[src/rtl/icache_refill.sv]
// ICache line refill engine: one AXI4 INCR burst per miss, beats collected
// into a line buffer, then a single-cycle tag/data/valid write into the RAM.
module icache_refill #(
    parameter int          INDEX_SIZE    = 7,
    parameter int          TAG_SIZE      = 20,
    parameter int          WORD_OFF_SIZE = 3,
    parameter logic [3:0]  AXI_ID        = 4'd0
) (
    input  logic                               clk,
    input  logic                               reset,
    input  logic                               miss_req,
    input  logic [31:0]                        miss_addr,
    output logic                               busy,
    output logic                               miss_ack,
    output logic                               refill_err,
    output logic                               ram_wen,
    output logic [INDEX_SIZE-1:0]              ram_a,
    output logic [TAG_SIZE-1:0]                ram_d,
    output logic [32*(2**WORD_OFF_SIZE)-1:0]   ram_dina,
    output logic                               ram_w_valid,
    output logic [3:0]                         arid,
    output logic [31:0]                        araddr,
    output logic [7:0]                         arlen,
    output logic [2:0]                         arsize,
    output logic [1:0]                         arburst,
    output logic                               arvalid,
    input  logic                               arready,
    input  logic [3:0]                         rid,
    input  logic [31:0]                        rdata,
    input  logic [1:0]                         rresp,
    input  logic                               rlast,
    input  logic                               rvalid,
    output logic                               rready
);

    // state | meaning
    // IDLE  | waiting for a miss; miss_req sampled only here
    // AR    | burst address presented, waiting for arready
    // R     | accepting beats into the line buffer
    // WR    | one-cycle RAM write and ack to the requester
    typedef enum logic [1:0] {S_IDLE, S_AR, S_R, S_WR} state_t;

    localparam int WORDS = 2**WORD_OFF_SIZE;
    localparam int OFF   = WORD_OFF_SIZE + 2;

    state_t                    state_q, state_d;
    logic [TAG_SIZE-1:0]       tag_q, tag_d;
    logic [INDEX_SIZE-1:0]     idx_q, idx_d;
    logic [WORD_OFF_SIZE-1:0]  cnt_q, cnt_d;
    logic                      err_q, err_d;
    logic [32*WORDS-1:0]       line_q, line_d;
    logic                      last_word;
    logic                      beat_bad;

    // Byte/word offset of the miss address is irrelevant: the whole line is fetched.
    logic unused_addr_bits;
    assign unused_addr_bits = ^miss_addr[OFF-1:0];

    // State register and refill context; reset drops any burst in flight.
    always_ff @(posedge clk) begin
        if (reset) begin
            state_q <= S_IDLE;
            tag_q   <= '0;
            idx_q   <= '0;
            cnt_q   <= '0;
            err_q   <= 1'b0;
            line_q  <= '0;
        end else begin
            state_q <= state_d;
            tag_q   <= tag_d;
            idx_q   <= idx_d;
            cnt_q   <= cnt_d;
            err_q   <= err_d;
            line_q  <= line_d;
        end
    end

    // Next-state logic: capture miss, AR handshake, beat collection, write-back.
    always_comb begin
        state_d   = state_q;
        tag_d     = tag_q;
        idx_d     = idx_q;
        cnt_d     = cnt_q;
        err_d     = err_q;
        line_d    = line_q;
        last_word = (cnt_q == WORD_OFF_SIZE'(WORDS-1));
        beat_bad  = (rresp != 2'b00) || (rid != AXI_ID) || (rlast != last_word);
        case (state_q)
            S_IDLE: begin
                if (miss_req) begin
                    tag_d   = miss_addr[31 -: TAG_SIZE];
                    idx_d   = miss_addr[OFF +: INDEX_SIZE];
                    cnt_d   = '0;
                    err_d   = 1'b0;
                    state_d = S_AR;
                end
            end
            S_AR: begin
                if (arready) state_d = S_R;
            end
            S_R: begin
                if (rvalid) begin
                    line_d[32*cnt_q +: 32] = rdata;
                    err_d = err_q | beat_bad;
                    // An early rlast ends the burst; the counter never wraps.
                    if (last_word || rlast) state_d = S_WR;
                    else                    cnt_d   = cnt_q + WORD_OFF_SIZE'(1);
                end
            end
            S_WR: begin
                state_d = S_IDLE;
            end
            default: state_d = S_IDLE;
        endcase
    end

    assign busy        = (state_q != S_IDLE);
    assign arvalid     = (state_q == S_AR);
    assign rready      = (state_q == S_R);
    assign ram_wen     = (state_q == S_WR);
    assign miss_ack    = (state_q == S_WR);
    assign refill_err  = (state_q == S_WR) && err_q;
    // A failed line is still written, but marked invalid.
    assign ram_w_valid = (state_q == S_WR) && !err_q;
    assign ram_a       = idx_q;
    assign ram_d       = tag_q;
    assign ram_dina    = line_q;
    assign araddr      = {tag_q, idx_q, {OFF{1'b0}}};
    assign arid        = AXI_ID;
    assign arlen       = 8'(WORDS-1);
    assign arsize      = 3'b010;
    assign arburst     = 2'b01;

endmodule

[config.mk]
export PLATFORM = sky130hd
export DESIGN_NAME = icache_refill
export DESIGN_NICKNAME = d
export VERILOG_FILES = /design/src/rtl/icache_refill.sv
export SDC_FILE = /design/constraint.sdc
export NUM_CORES = 1
export LEC_CHECK = 0
export ABC_AREA = 1
export BUFFER_PORTS_ARGS = -buffer_cell sky130_fd_sc_hd__buf_2
export CAP_MARGIN = 40
export CORE_AREA = 2 2 162 164
export DETAILED_ROUTE_END_ITERATION = 16
export DIE_AREA = 0 0 164 166
export PLACE_DENSITY = 0.83
export SYNTH_ARGS = -nofsm -noshare
export SYNTH_HDL_FRONTEND = slang
export SYNTH_SLANG_ARGS = --single-unit
[constraint.sdc]
create_clock -name clk -period 4.6 [get_ports clk]
set_input_delay 0.46 -clock clk [delete_from_list [all_inputs] [get_ports clk]]
set_output_delay 0.46 -clock clk [all_outputs]
set_load 0.03 [all_outputs]
==> run_results.csv <==
group,metric,value,unit
finish,multi_input_comb_area,0.00560,mm²
yosys,yosysWarnings,0,
setup_path,crit_family,"buffers and inverters",
yosys,synth_area,0.0130,mm²
timing,maxSlewViolCount,0,
grt,grt_pass1_wl,64.4,mm
setup_path,path_max_fanout,41,
grt,grt_pass1_vias,11900,
timing,fin_setup_tns,0,ns
finish,synthToLayoutAreaGrowth,22.9,%
die,fp.dieW,164,µm
yosys,yosys_register_bits,289,
clock_network,cts_tree,"yes",
clock_network,clock_sinks,289,
placement,post-dp-hpwl,30.4,mm
placement,port_buffers,387,
finish,layout_common_cells,"nor2_1, nand2_1, buf_2",
timing,relSlewSlack,46.9,%
clock_network,cts_made_buffers,30,
grt,grt_max_degree,109,
clock_network,clkLatencyLatePin,0.56,ns
grt,grt_antenna_before_repair,2,
die,fp-row-count,59,
setup_path,path_class,"reg2reg",
pwr,leakage,8.98,nW
yosys,synth.distinct_cells,26,
clock_network,ctsHoldBuffers,0,
setup_path,max_stage_delay,0.73,ns
timing,period_needed,3.37,ns
drt,first_pass_iters,5,
die,core-area,0.0256,mm²
clock_network,post_cts_buffers,0,
drt,avgRoutedWirePerCell,15.9,µm
drt,final_antenna_net_count,0,
pwr,finalPower,6.87,mW
drt,post-route-drc-count,0,
clock_network,cts_resized,0,
yosys,ys_seq_area_share,44.5,%
setup_path,cp.required,5.03,ns
setup_path,cp.arrival,3.81,ns
timing,rsz0062_at_grt,"no",
grt,track_usage,30.0,%
finish,regArea,0.00579,mm²
clock_network,clkTransAtPathRegs,0.06,ns
run_status,status,"complete, no violations",
drt,vias,13300,
finish,final_common_cell,"nor2_1",
pwr,power_density,429,mW/mm²
setup_path,crit_buf_inv,3,
clock_network,cts_buffer_depth,3,
timing,hold_violations,0,
drt,drtIter0Drc,1247,
setup_path,cp_slowest_cell,"dfxtp_1",
finish,nFillCells,2322,
timing,period_share,73.4,%
finish,fin_nets,2391,
yosys,syn_inst,2009,
die,dieArea,0.0272,mm²
grt,overflow,0,
finish,drive_gt1_share,20.8,%
pwr,ir_worst_vdd,0.000385,V
timing,fmax,296,MHz
min_path,hold_path_class,"in2reg",
drt,wl,42.5,mm
setup_path,cp-end-kind,"flop",
drt,viasPerCell,4.98,
die,ios,415,
clock_network,cts_root_buf,"clkbuf_16",
timing,finClkSkew,0.0258,ns
setup_path,worstPathCellList,"inv_2 > ha_2 > ha_1 > nand2_1 > inv_1 > nand3_2 > buf_4 > o21ai_0 > nor2_1",
die,initial_core_util,50.8,%
clock_network,htree_num_levels,1,
timing,setup_viol,0,
yosys,synth.avg_cell_area,6.48,µm²
placement,gp_congestion,0.910,
flow_run,cap_violations,0,
setup_path,start_kind,"flop",
timing,worstMarginPinSlew,0.795,ns
die,die_h,166,µm
metal layers:
layer  part of all wire [%]  wire length [µm]  global-route usage [%]
met5                      0                 0                       0
met4                    5.7              2410                    15.1
met3                    9.0              3810                    6.59
met2                     47             19800                    49.5
met1                     39             16500                    36.6
cells by family (layout without fill, tap and decap cells):
family | count (synthesis) | in the layout | share of synthesized area (%)
and+or+nand+nor | 1214 | 1214 | 37.4
buffers and inverters | 401 | 698 | 13.5
DFF | 289 | 289 | 44.5
AOI/OAI and AO/OA | 91 | 91 | 3.50
adders and majority gates | 12 | 12 | 1.15
other | 2 | 25 | 0.0577
worst reg2reg max path, delay by kind of cell, from the launching register on:
kind	cells	cell delay, ns
AND/OR/NAND/NOR	3	0.74
AO/OA/AOI/OAI	1	0.19
adder cells (fa/ha/maj)	2	0.79
buffers and inverters	3	0.81
flip-flops	1	0.73
cell type report:
type,count,share of cell area [%]
well taps,335,2.62
flip-flops and latches,289,36.2
clock buffers,38,5.20
clock inverters,17,1.54
repair buffers,414,14.0
multi-input cells,1339,35.0
diodes,3,0.0469
inverters,229,5.42
path summary, 6_finish.rpt:
path                  from       endpoint  slack [ns]  cells past startpoint
max               cnt_q[0]   ram_dina[51]        1.23                      9
min          miss_addr[20]       ram_d[8]        0.15                      3
max reg2reg       cnt_q[0]   ram_dina[51]        1.23                      9
min reg2reg  ram_dina[191]  ram_dina[191]        0.46                      2
power by group:
part | switching, mW | internal, mW | total [mW]
clock network | 1.02 | 1.61 | 2.64
registers | 0.0898 | 2.64 | 2.73
logic | 1.12 | 0.381 | 1.51
total | 2.24 | 4.63 | 6.87
cell usage after synthesis, drive strengths merged:
library cell  count  share of area (%)
inv             227                6.5
a21oi            35                1.3
clkbuf           71                2.0
dfxtp           289                 44
nand4             1              0.048
nand2           440                 13
nand3           138                5.3
nor2b            13               0.62
nor2            571                 17
ha               12                1.2
o21ai            56                2.2
nor3             50                2.0
and2              1              0.048
clkinv            2              0.058
conb              2              0.058
buf             101                4.8
stage by stage:
stage	worst slack [ns]	hold WS, ns	instance area, µm²	utilization [%]	instances
5_1_grt	0.961	0.156	16000	62.4	2663
3_3_place_gp	1.28	0.449	14800	57.6	2600
6_report	1.23	0.151	16000	62.4	2664
3_5_place_dp	1.29	0.454	14900	58.2	2606
4_1_cts	1.26	0.134	16000	62.4	2661
2_1_floorplan	2.42	0.442	13100	-	2029
state kept, by name, summed over array words and instances (netlist names):
| name | flops |
|---|---|
| state_q | 2 |
| ram_a | 7 |
| cnt_q | 3 |
| err_q | 1 |
| ram_dina | 256 |
| ram_d | 20 |
No activity file was read; power rests on OpenSTA's default activity.
